**src/rtl/ir_pkg.sv**
```systemverilog
// rtl/ir_pkg.sv - shared command encodings, register offsets and FSM state type
//
// Purpose: definitions shared by ir_packet_scheduler and its sub-modules.
// Ports:   none (package).
package ir_pkg;

  // Command codes, one-hot per direction; other codes are passed through as-is.
  localparam logic [3:0] CMD_RIGHT = 4'b0001;
  localparam logic [3:0] CMD_LEFT  = 4'b0010;
  localparam logic [3:0] CMD_BACK  = 4'b0100;
  localparam logic [3:0] CMD_FWD   = 4'b1000;

  // Register offsets relative to BASE_ADDR.
  localparam logic [7:0] CMD_REG_OFS  = 8'd0;
  localparam logic [7:0] CTRL_REG_OFS = 8'd1;

  typedef enum logic [1:0] {
    ST_IDLE = 2'd0,
    ST_WAIT = 2'd1,
    ST_SEND = 2'd2
  } ir_state_e;

endpackage

```
**src/rtl/ir_period_timer.sv**
```systemverilog
// rtl/ir_period_timer.sv - terminal-count period counter with clear and enable
//
// Purpose: counts 0..TERM_COUNT-1 and wraps while enabled; held at 0 while cleared.
// Ports:
//   clk_i  - clock
//   rst_i  - synchronous active-high reset
//   clr_i  - synchronous clear (forces count to 0)
//   en_i   - count enable
//   tc_o   - terminal count flag, high while enabled and count == TERM_COUNT-1
module ir_period_timer #(
  parameter int TERM_COUNT = 100,
  parameter int CNT_W      = 7
) (
  input  logic clk_i,
  input  logic rst_i,
  input  logic clr_i,
  input  logic en_i,
  output logic tc_o
);

  localparam logic [CNT_W-1:0] LAST = CNT_W'(TERM_COUNT - 1);

  logic [CNT_W-1:0] count_q;
  logic [CNT_W-1:0] count_d;

  always_comb begin
    count_d = count_q;
    if (clr_i) begin
      count_d = '0;
    end else if (en_i) begin
      count_d = (count_q == LAST) ? '0 : count_q + 1'b1;
    end
  end

  always_ff @(posedge clk_i) begin
    if (rst_i) begin
      count_q <= '0;
    end else begin
      count_q <= count_d;
    end
  end

  assign tc_o = en_i && !clr_i && (count_q == LAST);

endmodule

```
**src/rtl/ir_packet_scheduler.sv**
```systemverilog
// rtl/ir_packet_scheduler.sv - bus-programmed scheduler for periodic IR packet windows
//
// Purpose: holds a command register and an enable bit written over a simple bus,
// and every PERIOD_CYCLES opens a SEND_PACKET window of SEND_CYCLES cycles while
// presenting the latched command on COMMAND.
// Optional feature: define IR_SCHED_WDOG_EN to clear the command register after
// WDOG_PACKETS completed packets with no command write.
// Ports:
//   CLK         - system clock
//   RESET       - synchronous active-high reset
//   BUS_ADDR    - bus address (BASE_ADDR: command, BASE_ADDR+1: control)
//   BUS_DATA    - bus write data
//   BUS_WE      - one-cycle write strobe
//   COMMAND     - {fwd,back,left,right} command to the transmitter
//   SEND_PACKET - packet window level
//   BUSY        - copy of SEND_PACKET
module ir_packet_scheduler
  import ir_pkg::*;
#(
  parameter logic [7:0] BASE_ADDR     = 8'h90,
  parameter int         PERIOD_CYCLES = 10_000_000,
  parameter int         SEND_CYCLES   = 4_000_000,
  parameter int         WDOG_PACKETS  = 5
) (
  input  logic       CLK,
  input  logic       RESET,
  input  logic [7:0] BUS_ADDR,
  input  logic [7:0] BUS_DATA,
  input  logic       BUS_WE,
  output logic [3:0] COMMAND,
  output logic       SEND_PACKET,
  output logic       BUSY
);

  if (!(SEND_CYCLES > 0 && SEND_CYCLES < PERIOD_CYCLES)) begin : g_bad_window
    $error("ir_packet_scheduler: need 0 < SEND_CYCLES < PERIOD_CYCLES");
  end

  // A zero watchdog limit would clear the command before any packet completes.
  if (WDOG_PACKETS < 1) begin : g_bad_wdog
    $error("ir_packet_scheduler: WDOG_PACKETS must be at least 1");
  end

  localparam int         PERIOD_W = (PERIOD_CYCLES > 1) ? $clog2(PERIOD_CYCLES) : 1;
  localparam int         SEND_W   = (SEND_CYCLES > 1) ? $clog2(SEND_CYCLES) : 1;
  localparam logic [SEND_W-1:0] SEND_LAST = SEND_W'(SEND_CYCLES - 1);
  localparam logic [7:0] CMD_ADDR  = BASE_ADDR + CMD_REG_OFS;
  localparam logic [7:0] CTRL_ADDR = BASE_ADDR + CTRL_REG_OFS;

  logic        cmd_we;
  logic        ctrl_we;
  logic [3:0]  cmd_q;
  logic [3:0]  cmd_d;
  logic        enable_q;
  logic        enable_d;
  logic        tick;
  logic        send_done;
  logic        wdog_fire;
  logic        unused_data;

  ir_state_e   state_q;
  logic [3:0]  command_q;
  logic        send_q;
  logic [SEND_W-1:0] send_cnt_q;

  assign cmd_we      = BUS_WE && (BUS_ADDR == CMD_ADDR);
  assign ctrl_we     = BUS_WE && (BUS_ADDR == CTRL_ADDR);
  assign unused_data = ^BUS_DATA[7:4];

  // Register next-state. The same cmd_d feeds COMMAND at packet start, so a
  // write landing on the tick cycle is forwarded into that packet.
  always_comb begin
    cmd_d    = cmd_q;
    enable_d = enable_q;
    if (cmd_we) begin
      cmd_d = BUS_DATA[3:0];
    end else if (wdog_fire) begin
      cmd_d = 4'b0000;
    end
    if (ctrl_we) begin
      enable_d = BUS_DATA[0];
    end
  end

  always_ff @(posedge CLK) begin
    if (RESET) begin
      cmd_q    <= 4'b0000;
      enable_q <= 1'b0;
    end else begin
      cmd_q    <= cmd_d;
      enable_q <= enable_d;
    end
  end

  // Period counter runs only while enabled, so the first tick lands
  // PERIOD_CYCLES edges after the enable write.
  ir_period_timer #(
    .TERM_COUNT (PERIOD_CYCLES),
    .CNT_W      (PERIOD_W)
  ) u_timer (
    .clk_i (CLK),
    .rst_i (RESET),
    .clr_i (!enable_q),
    .en_i  (enable_q),
    .tc_o  (tick)
  );

  assign send_done = (send_cnt_q == SEND_LAST);

`ifdef IR_SCHED_WDOG_EN
  localparam int WDOG_W = $clog2(WDOG_PACKETS + 1);
  localparam logic [WDOG_W-1:0] WDOG_LAST = WDOG_W'(WDOG_PACKETS - 1);
  localparam logic [WDOG_W-1:0] WDOG_MAX  = WDOG_W'(WDOG_PACKETS);

  logic              pkt_done;
  logic [WDOG_W-1:0] pkt_cnt_q;

  assign pkt_done  = (state_q == ST_SEND) && send_done;
  assign wdog_fire = pkt_done && (pkt_cnt_q == WDOG_LAST);

  // Saturates at the limit so the clear fires once per silent stretch.
  always_ff @(posedge CLK) begin
    if (RESET || cmd_we) begin
      pkt_cnt_q <= '0;
    end else if (pkt_done && (pkt_cnt_q != WDOG_MAX)) begin
      pkt_cnt_q <= pkt_cnt_q + 1'b1;
    end
  end
`else
  assign wdog_fire = 1'b0;
`endif

  // Packet FSM with registered COMMAND / SEND_PACKET. Clearing enable in SEND
  // does not cut the window short; only RESET does.
  always_ff @(posedge CLK) begin
    if (RESET) begin
      state_q    <= ST_IDLE;
      command_q  <= 4'b0000;
      send_q     <= 1'b0;
      send_cnt_q <= '0;
    end else begin
      case (state_q)
        ST_IDLE: begin
          if (enable_q) begin
            state_q <= ST_WAIT;
          end
        end
        ST_WAIT: begin
          if (!enable_q) begin
            state_q <= ST_IDLE;
          end else if (tick) begin
            state_q    <= ST_SEND;
            command_q  <= cmd_d;
            send_q     <= 1'b1;
            send_cnt_q <= '0;
          end
        end
        ST_SEND: begin
          if (send_done) begin
            state_q    <= enable_q ? ST_WAIT : ST_IDLE;
            send_q     <= 1'b0;
            send_cnt_q <= '0;
          end else begin
            send_cnt_q <= send_cnt_q + 1'b1;
          end
        end
        default: begin
          state_q    <= ST_IDLE;
          send_q     <= 1'b0;
          send_cnt_q <= '0;
        end
      endcase
    end
  end

  assign COMMAND     = command_q;
  assign SEND_PACKET = send_q;
  assign BUSY        = send_q;

endmodule

```
**config.mk**
```make
export PLATFORM = sky130hd
export DESIGN_NAME = ir_packet_scheduler
export DESIGN_NICKNAME = d
export VERILOG_FILES = /design/src/rtl/ir_pkg.sv /design/src/rtl/ir_period_timer.sv /design/src/rtl/ir_packet_scheduler.sv
export SDC_FILE = /design/constraint.sdc
export NUM_CORES = 1
export LEC_CHECK = 0
export ABC_AREA = 1
export CORE_ASPECT_RATIO = 1.4
export CORE_MARGIN = 1.5
export CORE_UTILIZATION = 47
export CTS_CLUSTER_DIAMETER = 40
export DETAILED_ROUTE_END_ITERATION = 10
export GPL_ROUTABILITY_DRIVEN = 0
export PLACE_DENSITY_LB_ADDON = 0.12
export SKIP_LAST_GASP = 1
export SYNTH_ARGS = -nofsm -noshare
export SYNTH_HDL_FRONTEND = slang
export SYNTH_SLANG_ARGS = --single-unit
```
**constraint.sdc**
```tcl
create_clock -name CLK -period 4.82 [get_ports CLK]
set_clock_uncertainty 0.1 [all_clocks]
set_input_delay 0.723 -clock CLK [delete_from_list [all_inputs] [get_ports CLK]]
set_output_delay 0.723 -clock CLK [all_outputs]
set_load 0.02 [all_outputs]
```
Yosys cells after proc, flatten, opt, wreduce, memory -nomap -nowiden
Cells that the tools add are included.
{"block": "totals", "reg_bits": 58, "latchBits": 0, "mem_bits_rw": 0, "rom_bits": 0, "input_bits": 19, "out_inout_bits": 6, "word_cells": 46, "n_memories": 0}
{"block": "classes", "addsub": 2, "n_mul": 0, "n_div": 0, "order_cmp": 0, "eq_ne": 11, "shifts": 0, "mux": 15, "bitwise": 2, "reduce_logical": 9}
{"op": "$mux 22", "n": 3}
{"op": "$pmux 22 s3", "n": 1}
{"op": "$add 24x1->24 const B", "n": 1}
{"op": "$eq 24x24->1 const B", "n": 1}
{"op": "$add 22x1->22 const B", "n": 1}
{"op": "$eq 22x22->1 const B", "n": 1}
{"op": "$eq 8x8->1 const B", "n": 2}
{"op": "$reduce_and 3->1", "n": 3}
{"op": "$mux 2", "n": 4}
{"op": "$ne 2x2->1 const B", "n": 4}
{"op": "$pmux 2 s3", "n": 1}
{"op": "$mux 1", "n": 4}
{"op": "$mux 4", "n": 1}
{"op": "$reduce_and 4->1", "n": 1}
{"op": "$logic_and 1x1->1", "n": 3}
{"op": "$ne 3x3->1 const B", "n": 1}
{"op": "$pmux 1 s3", "n": 1}
{"op": "$reduce_or 3->1", "n": 1}
{"op": "$eq 2x1->1 const B", "n": 1}
{"op": "$eq 2x2->1 const B", "n": 1}
{"op": "$logic_not 2->1", "n": 1}
{"op": "$not 1->1", "n": 2}

Logic depth before layout (Yosys ltp)
{"block": "depth", "ltp_word": 5, "depth_mapped": 11, "ltp_nobuf": 11}

Modules after synthesis
From an unflattened synthesis, not the netlist that was laid out.
{"block": "hier_totals", "cells_unflattened": 493, "hier_area_um2": 3226.8}
{"module": "ir_packet_scheduler", "instances": 1, "cells_per_inst": 267, "area_each_um2": 1813.0, "seq_area_each_um2": 680.7}
{"module": "ir_period_timer", "instances": 1, "cells_per_inst": 226, "area_each_um2": 1413.9, "seq_area_each_um2": 480.5}

Worst setup path before layout
OpenSTA, ideal clock, no wires.
{"block": "synth_path", "path_kind": "input to register", "from": "in BUS_ADDR[5]", "to": "reg command_q[0], in the netlist COMMAND[0]", "setup_time_ns": 0.113, "arrival_ns": 1.514, "required_ns": 4.607, "setup_slack_ns": 3.093, "path_stages": 6, "n_path_buf": 0, "cell_sequence": "nor3_1 -> nand3_1 -> o21ai_0 -> nand2_1 -> nand2_1 -> nor2_1"}
{"block": "synth_between", "elab_chain_len": 3}
{"item": "start: declaration", "line_no": "ir_packet_scheduler.sv:27", "rtl": "input logic [7:0] BUS_ADDR,"}
{"item": "$eq 8x8->1", "line_no": "ir_packet_scheduler.sv:66", "rtl": "assign cmd_we = BUS_WE && (BUS_ADDR == CMD_ADDR);"}
{"item": "$logic_and 1x1->1", "line_no": "ir_packet_scheduler.sv:66"}
{"item": "$mux 4", "line_no": "ir_packet_scheduler.sv:75", "rtl": "if (cmd_we) begin"}
{"item": "end signal: assignment", "line_no": "ir_packet_scheduler.sv:153", "rtl": "command_q <= cmd_d;"}
{"item": "end: declaration", "line_no": "ir_packet_scheduler.sv:62", "rtl": "logic [3:0] command_q;"}
Every way passes these cells.
A chain may end at the register's enable or synchronous reset.

Final worst setup path
{"block": "layout_path", "from": "reg u_timer.count_q[0]", "to": "reg send_cnt_q[14]"}
{"block": "layout_between", "elab_chain_len": 4}
{"item": "start: declaration", "line_no": "ir_period_timer.sv:23", "rtl": "logic [CNT_W-1:0] count_q;"}
{"item": "start signal: assignment", "line_no": "ir_period_timer.sv:39", "rtl": "count_q <= count_d;"}
{"item": "$eq 24x24->1", "line_no": "ir_period_timer.sv:43", "rtl": "assign tc_o = en_i && !clr_i && (count_q == LAST);"}
{"item": "$logic_and 1x1->1", "line_no": "ir_period_timer.sv:43"}
{"item": "$ne 2x2->1 (no line)"}
{"item": "$reduce_and 3->1 (no line)"}
{"item": "end signal: assignment", "line_no": "ir_packet_scheduler.sv:164", "rtl": "send_cnt_q <= send_cnt_q + 1'b1;"}
{"item": "end: declaration", "line_no": "ir_packet_scheduler.sv:64", "rtl": "logic [SEND_W-1:0] send_cnt_q;"}
Every way passes these cells.

==> flow_summary.json <==
{
  "viasPerCell": 5.14,
  "ir_drop_v": 0.000164,
  "dp_hpwl_mm": 5.94,
  "ys_seq_elements": 58,
  "grt_usage_pct": 23.0,
  "worst_path_max_delay_cell": "nand4_2",
  "core_area_um2": 6660,
  "synth.avg_cell_area_um2": 6.63,
  "period_share_pct": 49.5,
  "cp-start-kind": "flip-flop",
  "ff2ff_path_depth": 8,
  "path_cells": "ha_1, nand3_2, nor2_1, nand4_2, nand2_1, o21ai_0, nand2_1, nor2_1",
  "async_flop_share_pct": 0,
  "slew_violations": 0,
  "rows": 35,
  "drive_gt1_share_pct": 10.5,
  "critPathMaxFanout": 20,
  "syn_inst": 496,
  "drtIter0Drc": 127,
  "clockBufferDepth": 2,
  "cts_tree": "yes",
  "synth_top_cell_area_share_pct": 35.3,
  "fmax_ghz": 0.419,
  "clockRootBuffer": "clkbuf_8",
  "synth.distinct_cells": 36,
  "yosysMostFrequentCell": "nand2_1",
  "initial_core_util_pct": 49.4,
  "synth_ff_type": "dfxtp_1",
  "placed_cells": 598,
  "ant_nets": 0,
  "synth_top_cell_by_area": "dfxtp_1",
  "area_growth_pct": 13.9,
  "cap_violations": 0,
  "seq_power_share_pct": 50.1,
  "synthesis.area_um2": 3290,
  "grt_overflow_total": 0,
  "io_pins": 25,
  "grt_pass1_vias": 3085,
  "wl_mm": 7.89,
  "die_h_um": 102,
  "swShare_pct": 23.4,
  "tightest_slew_ns": 0.842,
  "postCtsSetupRepairBufs": 0,
  "internal_power_mw": 0.733,
  "critPathCaptureType": "flip-flop",
  "hp-class": "reg2reg",
  "clockPowerShare_pct": 47.8,
  "final_area_um2": 3740,
  "place_area_um2": 3540,
  "num_antenna_cells": 0,
  "fin_cells": 614,
  "p_per_area_nw_per_um2": 256,
  "postSynthNetCount": 517,
  "rsz0062_at_grt": "no",
  "crit_path_max_incr_delay_ns": 0.54,
  "clock-sinks": 58,
  "port_buffers": 20,
  "whs_path_depth": 1,
  "num_vias": 3155,
  "synth_common_cells": "nand2_1, nor2_1, dfxtp_1",
  "synth_edf_count": 0,
  "status": "complete, no violations",
  "hold_buffers": 0,
  "nNetsFinal": 538,
  "wl_per_cell_um": 12.9,
  "die_w_um": 73.7,
  "cts_buffers": 9,
  "antenna_found_initial": 0,
  "p_leak_nw": 1.27,
  "path_class": "reg2reg",
  "setup_tns_ns": 0,
  "relSlewSlack_pct": 43.8,
  "die_area_um2": 7510,
  "finalSetupViolations": 0,
  "firstDrtPassIters": 4,
  "drc": 0,
  "nFillCells": 700,
  "post_cts_resized": 0,
  "ys_warn_count": 0,
  "clk_pin_slew_ns": 0.08,
  "synth_area_leaders": "dfxtp_1, nand2_1, nor2_1, nand3_1, a21oi_1",
  "arrival_ns": 2.51,
  "p_comb_share_pct": 2.2,
  "htree_levels": 3,
  "crit_required_ns": 4.95,
  "grt_pass1_wl_mm": 13.3,
  "power.switching_mw": 0.224,
  "hold_viol_final": 0,
  "grt_start_max_net_pins": 26,
  "period_minus_slack_ns": 2.38,
  "clk_latency_ns": 0.34,
  "ys_seq_area_share_pct": 35.3
}
logic make-up (layout without fill, tap and decap cells):
kind of cell,after synthesis,after routing,share of synthesized area [%]
xor+xnor,10,10,2.66
compound gates,56,56,9.21
flops,58,58,35.3
fa+ha+maj,2,2,0.761
buf+inv,63,89,8.07
simple gates,307,307,44.0
worst paths after layout:
path	slack, ns	from	endpoint
worst max-delay path	2.44	u_timer.count_q[0]	send_cnt_q[14]
worst min-delay path	0.37	u_timer.count_q[0]	u_timer.count_q[0]
worst max register to register	2.44	u_timer.count_q[0]	send_cnt_q[14]
worst min register to register	0.37	u_timer.count_q[0]	u_timer.count_q[0]
sequential cells by signal, summed over array words and instances, names as in the netlist:
| name | flops |
|---|---|
| state_q | 2 |
| cmd_q | 4 |
| send_cnt_q | 22 |
| enable_q | 1 |
| COMMAND | 4 |
| BUSY | 1 |
| u_timer.count_q | 24 |
layer usage:
layer	up-vias	part of all wire (%)	track usage, %
li1	1648	-	-
met1	1425	39	22.7
met2	57	54	42.8
met3	25	3.1	4.64
met4	0	3.8	14.7
met5	-	0	0
layout by cell type, fill, tap and decap left out, types with 4 or more instances in the layout:
| master | Yosys | final |
|---|---|---|
| nand2_1 | 116 | 116 |
| inv_1 | 48 | 48 |
| a21oi_1 | 38 | 38 |
| nor2_2 | 7 | 7 |
| nor3_1 | 9 | 9 |
| clkbuf_8 | 0 | 9 |
| xor2_1 | 6 | 6 |
| dfxtp_1 | 58 | 58 |
| xnor2_1 | 4 | 4 |
| or2_2 | 7 | 7 |
| nand3b_1 | 4 | 4 |
| nand3_2 | 7 | 7 |
| clkdlybuf4s50_1 | 0 | 20 |
| nor2_1 | 77 | 77 |
| nand2_2 | 5 | 5 |
| nand3_1 | 47 | 47 |
| nand4_1 | 17 | 17 |
| o21ai_0 | 9 | 9 |
critical path: cells and delay by family (launching register included):
family                   cells  cell delay (ns)
AO/OA/AOI/OAI                1             0.14
adder cells (fa/ha/maj)      1             0.22
flip-flops                   1             0.38
AND/OR/NAND/NOR              6             1.43
area by class of cell:
class,instances,area [um^2],area share [%]
Clock buffer,9,124,3.31
Inverter,52,195,5.21
Clock inverter,7,78.8,2.11
Multi-Input combinational cell,375,1860,49.7
Sequential cell,58,1160,31.0
Timing Repair Buffer,21,208,5.55
Tap cell,92,115,3.07
metrics by stage:
stage	power, mW	hold WS (ns)	utilization (%)	setup WS, ns
after floorplan	0.497	0.330	-	3.09
after global placement	0.511	0.351	53.2	2.12
after detailed placement	0.511	0.357	53.2	2.08
after CTS	0.968	0.375	56.2	2.45
after global routing	0.994	0.390	56.2	2.20
final	0.957	0.366	56.2	2.44
power groups by stage:
stage               Sequential, mW  Clock, mW  Combinational (mW)
floorplan                    0.490          0             0.00686
global placement             0.490          0              0.0205
detailed placement           0.490          0              0.0209
CTS                          0.479      0.468              0.0209
global route                 0.479      0.493              0.0225
finish                       0.479      0.457              0.0207
Note: power is estimated with default switching activity, not from simulation.
